--- src/rtl/stack_pkg.sv ---
// Shared types and per-operation stack-effect table for the stack operation sequencer.
package stack_pkg;

    localparam int unsigned DATA_W_DFLT = 8;
    localparam int unsigned ADDR_W_DFLT = 10;
    localparam int unsigned STACK_MAX   = (1 << ADDR_W_DFLT) - 1;

    typedef enum logic [2:0] {
        OP_PUSH = 3'd0,
        OP_POP  = 3'd1,
        OP_ADD  = 3'd2,
        OP_SUB  = 3'd3,
        OP_AND  = 3'd4,
        OP_OR   = 3'd5,
        OP_NOT  = 3'd6,
        OP_DUP  = 3'd7
    } op_e;

    typedef logic [3:0] state_e;

    localparam state_e ST_IDLE     = 4'd0;
    localparam state_e ST_CHECK    = 4'd1;
    localparam state_e ST_RD_A     = 4'd2;
    localparam state_e ST_POP_A    = 4'd3;
    localparam state_e ST_RD_B     = 4'd4;
    localparam state_e ST_POP_B    = 4'd5;
    localparam state_e ST_WR_SETUP = 4'd6;
    localparam state_e ST_WR_PULSE = 4'd7;
    localparam state_e ST_DONE     = 4'd8;

    // reads: operands that must already be on the stack (DUP reads without popping)
    typedef struct packed {
        logic [1:0] reads;
        logic [1:0] pops;
        logic [1:0] pushes;
    } op_cnt_t;

    function automatic op_cnt_t op_counts(input op_e op);
        op_cnt_t c;
        unique case (op)
            OP_PUSH: c = '{reads: 2'd0, pops: 2'd0, pushes: 2'd1};
            OP_POP:  c = '{reads: 2'd1, pops: 2'd1, pushes: 2'd0};
            OP_NOT:  c = '{reads: 2'd1, pops: 2'd1, pushes: 2'd1};
            OP_DUP:  c = '{reads: 2'd1, pops: 2'd0, pushes: 2'd1};
            default: c = '{reads: 2'd2, pops: 2'd2, pushes: 2'd1};
        endcase
        return c;
    endfunction

endpackage

--- src/rtl/stack_alu.sv ---
// Combinational datapath for the sequencer: b op a for binary ops, ~a for NOT, a otherwise.
module stack_alu
    import stack_pkg::*;
#(
    parameter int unsigned DATA_W = DATA_W_DFLT
) (
    input  logic [DATA_W-1:0] i_a,
    input  logic [DATA_W-1:0] i_b,
    input  op_e               i_op,
    output logic [DATA_W-1:0] o_y
);

    always_comb begin
        o_y = i_a;
        unique case (i_op)
            OP_ADD:  o_y = i_b + i_a;
            OP_SUB:  o_y = i_b - i_a;
            OP_AND:  o_y = i_b & i_a;
            OP_OR:   o_y = i_b | i_a;
            OP_NOT:  o_y = ~i_a;
            default: o_y = i_a;
        endcase
    end

endmodule

--- src/rtl/stack_op_sequencer.sv ---
// Sequences one stack-machine operation at a time into single-cycle push/pop pulses
// for an edge-triggered stack, tracking depth to refuse underflow and overflow.
module stack_op_sequencer
    import stack_pkg::*;
#(
    parameter int unsigned DATA_W = DATA_W_DFLT,
    parameter int unsigned ADDR_W = ADDR_W_DFLT
) (
    input  logic              clk,
    input  logic              rst_n,
    input  logic              op_valid,
    output logic              op_ready,
    input  logic [2:0]        op_code,
    input  logic [DATA_W-1:0] op_imm,
    output logic              stk_push,
    output logic              stk_pop,
    output logic [DATA_W-1:0] stk_din,
    input  logic [DATA_W-1:0] stk_dout,
    output logic [DATA_W-1:0] result,
    output logic              done,
    output logic              err,
    output logic [ADDR_W-1:0] depth
);

    localparam logic [ADDR_W:0] L_MAX = (ADDR_W+1)'((1 << ADDR_W) - 1);

    state_e            r_state;
    state_e            w_state_d;
    op_e               r_op;
    logic [DATA_W-1:0] r_imm;
    logic [DATA_W-1:0] r_a;
    logic [DATA_W-1:0] r_b;
    logic [DATA_W-1:0] r_stk_din;
    logic [DATA_W-1:0] r_result;
    logic              r_ready;
    logic              r_push;
    logic              r_pop;
    logic              r_done;
    logic              r_err;
    logic [ADDR_W-1:0] r_depth;

    logic              w_accept;
    logic              w_chk_err;
    op_cnt_t           w_cnt;
    logic [ADDR_W:0]   w_depth_x;
    logic [ADDR_W:0]   w_after;
    logic [DATA_W-1:0] w_alu_a;
    logic [DATA_W-1:0] w_alu_y;
    logic [DATA_W-1:0] w_wr_val;

    assign w_accept = op_valid && r_ready;

    assign w_cnt     = op_counts(r_op);
    assign w_depth_x = {1'b0, r_depth};
    assign w_after   = w_depth_x - (ADDR_W+1)'(w_cnt.pops) + (ADDR_W+1)'(w_cnt.pushes);
    assign w_chk_err = (w_depth_x < (ADDR_W+1)'(w_cnt.reads)) || (w_after > L_MAX);

    // DUP leaves RD_A straight for WR_SETUP, before r_a has been loaded
    assign w_alu_a  = (r_state == ST_RD_A) ? stk_dout : r_a;
    assign w_wr_val = (r_op == OP_PUSH) ? r_imm : w_alu_y;

    stack_alu #(
        .DATA_W(DATA_W)
    ) u_alu (
        .i_a  (w_alu_a),
        .i_b  (r_b),
        .i_op (r_op),
        .o_y  (w_alu_y)
    );

    always_comb begin
        w_state_d = r_state;
        unique case (r_state)
            ST_IDLE: begin
                if (w_accept) w_state_d = ST_CHECK;
            end
            ST_CHECK: begin
                if (w_chk_err)            w_state_d = ST_DONE;
                else if (r_op == OP_PUSH) w_state_d = ST_WR_SETUP;
                else                      w_state_d = ST_RD_A;
            end
            ST_RD_A: begin
                if (r_op == OP_DUP) w_state_d = ST_WR_SETUP;
                else                w_state_d = ST_POP_A;
            end
            ST_POP_A: begin
                if (r_op == OP_POP)      w_state_d = ST_DONE;
                else if (r_op == OP_NOT) w_state_d = ST_WR_SETUP;
                else                     w_state_d = ST_RD_B;
            end
            ST_RD_B:     w_state_d = ST_POP_B;
            ST_POP_B:    w_state_d = ST_WR_SETUP;
            ST_WR_SETUP: w_state_d = ST_WR_PULSE;
            ST_WR_PULSE: w_state_d = ST_DONE;
            ST_DONE:     w_state_d = ST_IDLE;
            default:     w_state_d = ST_IDLE;
        endcase
    end

    // Outputs are registered from the next state so each pulse lines up with its state.
    always_ff @(posedge clk or negedge rst_n) begin
        if (!rst_n) begin
            r_state   <= ST_IDLE;
            r_op      <= OP_PUSH;
            r_imm     <= '0;
            r_a       <= '0;
            r_b       <= '0;
            r_stk_din <= '0;
            r_result  <= '0;
            r_ready   <= 1'b1;
            r_push    <= 1'b0;
            r_pop     <= 1'b0;
            r_done    <= 1'b0;
            r_err     <= 1'b0;
            r_depth   <= '0;
        end else begin
            r_state <= w_state_d;
            if (w_accept) begin
                r_op  <= op_e'(op_code);
                r_imm <= op_imm;
            end
            if (r_state == ST_RD_A) r_a <= stk_dout;
            if (r_state == ST_RD_B) r_b <= stk_dout;
            if (w_state_d == ST_WR_SETUP) r_stk_din <= w_wr_val;

            r_pop   <= (w_state_d == ST_POP_A) || (w_state_d == ST_POP_B);
            r_push  <= (w_state_d == ST_WR_PULSE);
            r_done  <= (w_state_d == ST_DONE);
            r_err   <= (r_state == ST_CHECK) && w_chk_err;
            r_ready <= (w_state_d == ST_IDLE);

            if (r_push)     r_depth <= r_depth + ADDR_W'(1);
            else if (r_pop) r_depth <= r_depth - ADDR_W'(1);

            if ((w_state_d == ST_DONE) && !((r_state == ST_CHECK) && w_chk_err)) begin
                r_result <= (r_op == OP_POP) ? r_a : r_stk_din;
            end
        end
    end

    assign op_ready = r_ready;
    assign stk_push = r_push;
    assign stk_pop  = r_pop;
    assign stk_din  = r_stk_din;
    assign result   = r_result;
    assign done     = r_done;
    assign err      = r_err;
    assign depth    = r_depth;

endmodule

--- config.mk ---
export PLATFORM = sky130hd
export DESIGN_NAME = stack_op_sequencer
export DESIGN_NICKNAME = d
export VERILOG_FILES = /design/src/rtl/stack_pkg.sv /design/src/rtl/stack_alu.sv /design/src/rtl/stack_op_sequencer.sv
export SDC_FILE = /design/constraint.sdc
export NUM_CORES = 1
export LEC_CHECK = 0
export CAP_MARGIN = 30
export CORE_UTILIZATION = 34
export DETAILED_ROUTE_END_ITERATION = 10
export PLACE_DENSITY = 0.5
export SLEW_MARGIN = 15
export SYNTH_ARGS = -nofsm -noshare
export SYNTH_HDL_FRONTEND = slang
export SYNTH_HIERARCHICAL = 1
export SYNTH_SLANG_ARGS = --single-unit
--- constraint.sdc ---
create_clock -name clk -period 5 [get_ports clk]
set_input_delay 0.75 -clock clk [delete_from_list [all_inputs] [get_ports clk]]
set_output_delay 0.75 -clock clk [all_outputs]
set_load 0.05 [all_outputs]
==> impl_metrics.tcl, run 1 <==
set metrics [dict create \
    outcome "completed" \
    vias_per_cell 5.194 \
    fin_crit_sh_pct 79.73 \
    met3_length_um 347 \
    crit_type "flip-flop to flip-flop" \
    place_inst 601 \
    clkLatencyLatePin_ns 0.33 \
    critPathMaxStageDelay_ns 0.48 \
    tightest_slew_ns 0.7584 \
    cts_htree_levels 3 \
    synth_fp_nets 475 \
    vias 3215 \
    drv_cap 0 \
    synth_top_family_by_area "compound AO/OA/AOI/OAI gates" \
    dp_slack_ns 0.9431 \
    synth_adder_area_share_pct 11.59 \
    route.detailed.wl_per_inst_um 16.43 \
    cts-resized-gates 0 \
    core_um2 12010 \
    synth_top_area_share_pct 36.43 \
    cp.required_ns 5.22 \
    met2_length_um 4632 \
    grt_pass1_wl_um 16840 \
    finalSetupTns_ns 0 \
    finClkSkew_ns 0.006423 \
    critPathBufInv 3 \
    cp_cell_sequence "nor2b_1 > and2_1 > buf_4 > mux2_2 > inv_1 > ha_1 > mux2_1 > inv_1 > ha_1 > nor2b_1 > o31a_1 > o21ai_0 > xnor2_1 > a21oi_1 > mux2_2 > mux2_2" \
    fillers 1184 \
    synthToLayoutAreaGrowth_pct 23.98 \
    multi_input_area_um2 2454 \
    rows 40 \
    synth_area_um2 4190 \
    ant_nets 0 \
    drive_gt1_share_pct 17.37 \
    die_h_um 113.0 \
    hp-class "input pin to asynchronous set/reset pin" \
    syn_avg_cell_area_um2 10.07 \
    cts_tree "yes" \
    async_flop_share_pct 100.0 \
    grt_pass1_vias 3135 \
    synth_xor_xnor_area_share_pct 4.180 \
    numPortBuffers 52 \
    worstPathArrival_ns 4.20 \
    dieArea_um2 12770 \
    clock_sinks 62 \
    cts_buffers 9 \
    hold_viol 0 \
    grt_setup_unrepaired "no" \
    critPathTopFamily "multiplexers" \
    drc 0 \
    final_common_cell "dfrtp_1" \
    drt-total-wl_um 10170 \
    top_layer "met4" \
    grt_max_degree 41 \
    gp_congestion 0.7849 \
    clockRootBuffer "clkbuf_16" \
    fin_nets 526 \
    ys_top_cells_by_area "dfrtp_1, mux2_2, ha_1, o21ai_0, nand2_1" \
    die_w_um 113.0 \
    initial_utilization_pct 34.89 \
    synth-edff-count 0 \
    dp_hpwl_um 7432 \
    muxShareOfSynthArea_pct 15.02 \
    antenna_found_initial 0 \
    min_period_ns 3.986 \
    cp_max_fo 9 \
    final_max_slew_viol_count 0 \
    crit_top_cell "mux2_2" \
    ctsHoldBuffers 0 \
    fmax_mhz 250.9 \
    clk_pin_slew_ns 0.06 \
    yosysTopAreaCell "dfrtp_1" \
    cp_slowest_cell "dfrtp_1" \
    setup_violations 0 \
    yosys_warnings 6 \
    final_cell_mix "dfrtp_1, clkdlybuf4s50_1, mux2_2" \
    regArea_um2 1553 \
    overflow 0 \
    synth_simple_gate_area_share_pct 11.88 \
    clockBufferDepth 2 \
    setup_ws_ns 1.014 \
    ys_seq_area_share_pct 37.06 \
    slew_headroom_pct 49.44 \
    synth_ff_type "dfrtp_1" \
    postCtsSetupBuffers 0 \
    final_cells 619 \
    drt-met1-wl_um 5034 \
    gr-usage-all-layers_pct 17.22 \
    yosys.cell_types.count 58 \
    syn_inst 416 \
    drt_iter0_drc 104 \
    synth-compound-area-share_pct 15.89 \
    ys_seq_elements 62 \
    worst_setup_path_start_kind "flip-flop" \
    dr.pass1.iters 4 \
    pin_count 53 \
    end_kind "flip-flop" \
    antennaDiodeCount 0 \
]
## path summary, 6_finish.rpt
check | cells past startpoint | end | startpoint | slack, ns
worst max-delay path | 16 | stk_din[7] | r_state[1] | 1.01
worst min-delay path | 1 | err | rst_n | 0.38
min in group clk | 2 | result[2] | result[2] | 0.48
worst max register to register | 16 | stk_din[7] | r_state[1] | 1.01
worst min register to register | 2 | result[2] | result[2] | 0.48
max in group asynchronous | 2 | op_ready | rst_n | 3.88
## per-layer routing
layer / track usage [%] / vias up
met1: 24.23 / 1553
met5: 0 / -
li1: - / 1581
met3: 3.214 / 11
met2: 26.26 / 70
met4: 6.491 / 0
## cell usage after synthesis, types with 2 or more instances
library cell  count
a21o_1            7
nor2_1           21
nor3_1            9
o22ai_1           2
or3_1             2
inv_1            21
o21ai_1           2
nand3b_1          2
fa_1              3
and2_1            3
nor2b_1           6
buf_4             4
buf_2             3
mux2_2           44
nor3b_1           2
xor2_1            6
o21bai_1          2
a21oi_1          24
nand2_1          33
o31a_1            2
a221oi_1          2
xnor2_1          14
dfrtp_1          61
nand2b_1          7
clkbuf_1         12
nand3_1           2
o31ai_1           3
a211oi_1          2
a31oi_1           3
a32oi_1           3
o21ai_0          32
o21a_1            9
ha_1             34
mux2i_1          10
## cells by family after synthesis
group,count (synthesis)
DFF,62
AOI/OAI and AO/OA,103
muxes,56
buffers and inverters,42
and+or+nand+nor,96
adders and majority gates,37
xor gates and xnor gates,20
## flip-flops by register name, indices dropped and copies added (netlist names)
register and cells:
done 1, result 8, r_op 3, stk_push 1, stk_pop 1, stk_din 8
op_ready 1, depth 10, err 1, r_b 8, r_state 4, r_imm 8
r_a 8
## worst reg2reg max path, stage by stage, from the launching register on
cell and delay, ns:
dfrtp_1 0.48, nor2b_1 0.22, and2_1 0.15, buf_4 0.19
mux2_2 0.45, inv_1 0.14, ha_1 0.25, mux2_1 0.32
inv_1 0.07, ha_1 0.21, nor2b_1 0.14, o31a_1 0.27
o21ai_0 0.24, xnor2_1 0.15, a21oi_1 0.08, mux2_2 0.25
mux2_2 0.26
## area by class of cell
cell class,count,area share (%)
flip-flops and latches,62,29.89
clock inverters,7,1.879
multi-input cells,312,47.23
well taps,147,3.540
clock buffers,9,4.335
repair buffers,61,11.61
inverters,21,1.517
## metrics by stage
stage | area [um2] | util (%) | hold WS, ns
after global placement | 4830 | 40.21 | 0.4687
after CTS | 5160 | 42.96 | 0.4827
after floorplan | 4190 | - | 0.4544
final | 5195 | 43.25 | 0.3826
after detailed placement | 4837 | 40.27 | 0.4698
after global routing | 5195 | 43.25 | 0.3997
Power of run 1 is not shown: default switching activity piles up to over one toggle a cycle in this logic, so the estimate is an artifact.
==> inputs of run 2 (changes only) <==
clock period = 3.91 ns   (was 5 ns; I/O delays follow)
==> run 2 against run 1 <==
  * Critical path type unchanged
  * Highest routed layer unchanged
  * Worst hold slack got worse by 0.27 ns
  * Sequential share of layout area up 0.15 points
  * Critical endpoint unchanged
  * First-iteration DRC count grew 8.7%
  * Count of clock-buffer cells in the layout grew 5
==> impl_metrics.tcl, run 2 (synthesized netlist as in run 1, its figures left out) <==
set metrics [dict create \
    place_inst 605 \
    dp_hpwl_um 7421 \
    synthToLayoutAreaGrowth_pct 23.44 \
    final_cells 624 \
    gp_congestion 0.8079 \
    cp_max_fo 6 \
    grt_pass1_wl_um 16530 \
    rows 40 \
    antenna_found_initial 0 \
    fin_util_pct 43.06 \
    finClkSkew_ns 0.006331 \
    ant_nets 0 \
    final_cell_mix "dfrtp_1, clkdlybuf4s50_1, mux2_2" \
    gr-usage-all-layers_pct 16.88 \
    grt_pass1_vias 3066 \
    setup.worst_path.start "r_state[0]" \
    hp-class "input pin to asynchronous set/reset pin" \
    drt-total-wl_um 10060 \
    clkLatencyLatePin_ns 0.33 \
    drt_iter0_drc 113 \
    setup_violations 0 \
    endpoint "stk_din[7]" \
    dr.pass1.iters 4 \
    largest_reg_flops 10 \
    route.detailed.wl_per_inst_um 16.12 \
    die_w_um 113.0 \
    final_common_cell "dfrtp_1" \
    clk_pin_slew_ns 0.05 \
    use_met1_pct 24.32 \
    end_kind "flip-flop" \
    numPortBuffers 52 \
    crit_type "flip-flop to flip-flop" \
    grt_setup_unrepaired "no" \
    antennaDiodeCount 0 \
    r2r-end "stk_din[7]" \
    fmax_mhz 274.1 \
    cts_htree_levels 3 \
    die_h_um 113.0 \
    drc 0 \
    drive_gt1_share_pct 18.03 \
    fin_crit_sh_pct 93.30 \
    grt_max_degree 42 \
    busiest_layer "met2" \
    overflow 0 \
    dieArea_um2 12770 \
    slew_headroom_pct 57.63 \
    worst_setup_path_start_kind "flip-flop" \
    outcome "completed" \
    tightest_slew_ns 0.6356 \
    fin_nets 531 \
    clockRootBuffer "clkbuf_16" \
    cts_buffers 9 \
    cts_tree "yes" \
    finalSetupTns_ns 0 \
    hold_viol 0 \
    reg2reg_depth 15 \
    initial_utilization_pct 34.89 \
    cp.required_ns 4.12 \
    clockBufferDepth 2 \
    r2r-start "r_state[0]" \
    clock_sinks 62 \
    final_max_slew_viol_count 0 \
    min_period_ns 3.648 \
    use_met2_pct 25.03 \
    vias 3172 \
    worstPathArrival_ns 3.86 \
    core_um2 12010 \
    r2r_setup_slack_ns 0.26 \
    vias_per_cell 5.083 \
    ctsHoldBuffers 0 \
    grt_use_met3_pct 3.535 \
    pin_count 53 \
    drv_cap 0 \
]
## run 2: changes by cell type in the layout (fill, tap and decap cells not counted), sizes merged
cell / previous run / this run
buf: 10 / 15
clkbuf: 9 / 14
bufinv: 2 / 0
clkinvlp: 2 / 0
inv: 22 / 21
## run 2: routing by layer
layer  wire length, um  vias up
met3               388       16
li1                  -     1592
met1              5053     1506
met4               167        0
met5                 0        -
met2              4450       58
## run 2: area by class of cell
type / count / area (um2)
fill: 1208 / 6839
inverter: 21 / 78.83
timing repair buffer: 66 / 633.1
tap: 147 / 183.9
clock buffer: 14 / 254.0
clock inverter: 2 / 10.01
multi-input combinational: 312 / 2459
sequential: 62 / 1554
## run 2: repair_timing
action | 4_1_cts | 5_1_grt
endpoints found under the setup margin | 0 | 4
resized for setup | 0 | 4
setup buffers | 0 | 0
## run 2: how the worst min path moves through the flow
stage	from	to	slack, ns
after detailed placement	result[1]	result[1]	0.47
after floorplan	rst_n	depth[0]	0.29
after CTS	rst_n	depth[7]	0.44
after global routing	rst_n	depth[7]	0.11
after global placement	result[3]	result[3]	0.47
final	rst_n	depth[7]	0.11
## run 2: stage by stage
step / setup slack, ns / hold WS [ns] / cell area [um2]
6_report: 0.2619 / 0.1116 / 5172
5_1_grt: 0.04956 / 0.1086 / 5172
4_1_cts: 0.06949 / 0.4356 / 5131
3_5_place_dp: 0.1024 / 0.4717 / 4867
3_3_place_gp: 0.1742 / 0.4688 / 4867
2_1_floorplan: 0.06753 / 0.2909 / 4190
## run 2: worst max-delay path, cell delays in order (launching register included)
cell and delay [ns]:
dfrtp_1 0.43, nor2_2 0.19, and2_4 0.22, mux2_2 0.36
inv_1 0.10, ha_1 0.23, mux2_1 0.33, inv_1 0.07
ha_1 0.21, nor2b_1 0.14, o31a_1 0.27, o21ai_0 0.23
xnor2_1 0.15, a21oi_1 0.08, mux2_2 0.26, mux2_2 0.26
Power of run 2 is left out for the same reason.
==> inputs of run 3 (changes only) <==
--- a/config.mk
+++ b/config.mk
@@ -7,7 +7,7 @@
 export LEC_CHECK = 0
 export CAP_MARGIN = 30
-export CORE_UTILIZATION = 34
+export CORE_UTILIZATION = 60
 export DETAILED_ROUTE_END_ITERATION = 10
-export PLACE_DENSITY = 0.5
+export PLACE_DENSITY = 0.82
 export SLEW_MARGIN = 15
 export SYNTH_ARGS = -nofsm -noshare
==> constraint.sdc (replaced) <==
create_clock -name clk -period 4.75 [get_ports clk]
set_input_delay 1.425 -clock clk [delete_from_list [all_inputs] [get_ports clk]]
set_output_delay 1.425 -clock clk [all_outputs]
set_load 0.05 [all_outputs]
==> run 3 against run 2 <==
  * Utilization rose by 31 points
  * Clock skew rose by 0.0071 ns
  * Global-route usage rose by 11 points
  * Via count rose by 2.8%
  * Critical path depth fell by 1
  * Worst hold slack improved by 0.37 ns
  * Die area fell by 43%
  * First-iteration DRC count rose by 50%
  * Critical path type is now input pin to flip-flop
  * Highest routed layer unchanged
==> impl_metrics.tcl, run 3 (synthesized netlist as in run 1, its figures left out) <==
set metrics [dict create \
    setup_violations 0 \
    dp_slack_ns 0.08603 \
    rows 30 \
    top_layer "met4" \
    fin_crit_sh_pct 90.44 \
    final_cell_mix "dfrtp_1, clkdlybuf4s50_1, mux2_2" \
    die_h_um 85.57 \
    vias_per_cell 5.906 \
    route.detailed.wl_per_inst_um 17.23 \
    cts_tree "yes" \
    cts_buffers 9 \
    outcome "completed" \
    ctsHoldBuffers 0 \
    largest_reg_flops 10 \
    gp_congestion 0.8789 \
    worstPathArrival_ns 4.55 \
    critPathMaxStageDelay_ns 0.42 \
    hp-class "flip-flop to flip-flop" \
    critPathTopFamily "multiplexers" \
    postCtsSetupBuffers 0 \
    met3_length_um 404 \
    vias 3260 \
    overflow 0 \
    cts_htree_levels 3 \
    met2_length_um 4325 \
    min_period_ns 4.296 \
    synthToLayoutAreaGrowth_pct 19.53 \
    ant_nets 0 \
    slew_headroom_pct 43.73 \
    clock_sinks 62 \
    placed_area_um2 4753 \
    drt-total-wl_um 9511 \
    cp.required_ns 5.01 \
    crit_type "input pin to flip-flop" \
    drt-met1-wl_um 4522 \
    end_kind "flip-flop" \
    die_w_um 85.57 \
    initial_utilization_pct 62.02 \
    cp_cell_sequence "clkdlybuf4s50_1 > mux2_2 > inv_1 > ha_1 > mux2_1 > inv_1 > ha_1 > nor2b_1 > o31a_1 > o21ai_0 > xnor2_1 > a21oi_1 > mux2_2 > mux2_2" \
    grt_pass1_wl_um 15810 \
    drive_gt1_share_pct 17.37 \
    drv_cap 0 \
    finalSetupTns_ns 0 \
    clkLatencyLatePin_ns 0.37 \
    setup_ws_ns 0.4542 \
    fin_area_um2 5009 \
    grt_max_degree 40 \
    antenna_found_initial 0 \
    clockRootBuffer "clkbuf_8" \
    gr-usage-all-layers_pct 28.12 \
    crit_top_cell "mux2_2" \
    fmax_mhz 232.8 \
    fin_nets 526 \
    grt_setup_unrepaired "no" \
    dp_hpwl_um 6891 \
    core_um2 6756 \
    final_max_slew_viol_count 0 \
    worst_setup_path_start_kind "input pin" \
    dieArea_um2 7322 \
    clockBufferDepth 2 \
    finClkSkew_ns 0.01338 \
    cp_slowest_cell "clkdlybuf4s50_1" \
    dr.pass1.iters 4 \
    cts-resized-gates 0 \
    antennaDiodeCount 0 \
    critPathBufInv 3 \
    drc 0 \
    drt_iter0_drc 169 \
    multi_input_area_um2 2454 \
    grt_pass1_vias 3177 \
    clk_pin_slew_ns 0.08 \
    final_common_cell "dfrtp_1" \
    fillers 485 \
    numPortBuffers 52 \
    regArea_um2 1553 \
    pin_count 53 \
    tightest_slew_ns 0.8409 \
    cp_max_fo 8 \
    hold_viol 0 \
]
## run 3: cell types whose count changed in the layout (fill, tap and decap cells not counted), sizes merged
cell / change
clkbuf: -5
inv: +3
bufinv: +2
buf: -5
## run 3: area by class of cell
class	count	area share (%)
clock buffers	9	2.473
well taps	80	1.999
multi-input cells	312	48.99
repair buffers	61	11.89
inverters	21	1.574
flip-flops and latches	62	31.00
clock inverters	7	2.073
## run 3: routing by layer
| metal | GRT usage [%] | vias to the layer above |
|---|---|---|
| met4 | 13.18 | 0 |
| li1 | - | 1582 |
| met5 | 0 | - |
| met2 | 43.13 | 87 |
| met1 | 39.45 | 1573 |
| met3 | 4.331 | 18 |
## run 3: final timing paths
kind,startpoint,end,slack (ns),depth (start not counted)
hold reg to reg,result[1],result[1],0.49,2
min in group asynchronous,rst_n,depth[6],0.87,1
setup reg to reg,r_state[3],stk_din[7],0.77,15
max in group asynchronous,rst_n,r_b[2],3.10,3
setup / recovery,stk_dout[1],stk_din[7],0.45,14
hold / removal,result[1],result[1],0.49,2
## run 3: stage by stage
stage	util, %	cells	hold slack [ns]
2_1_floorplan	-	416	0.4749
3_3_place_gp	70.35	534	0.4620
3_5_place_dp	70.35	534	0.4699
4_1_cts	73.72	550	0.4887
5_1_grt	74.13	552	0.5172
6_report	74.13	552	0.4855
## run 3: worst register-to-register path: stages, from the launching register on
cell and delay, ns:
dfrtp_1 0.45, nor2_1 0.22, and2_1 0.38, mux2_2 0.45, inv_1 0.11, ha_1 0.22
mux2_1 0.33, inv_1 0.07, ha_1 0.21, nor2b_1 0.14, o31a_1 0.28, o21ai_0 0.27
xnor2_1 0.16, a21oi_1 0.09, mux2_2 0.25, mux2_2 0.26
Power of run 3 is left out for the same reason.
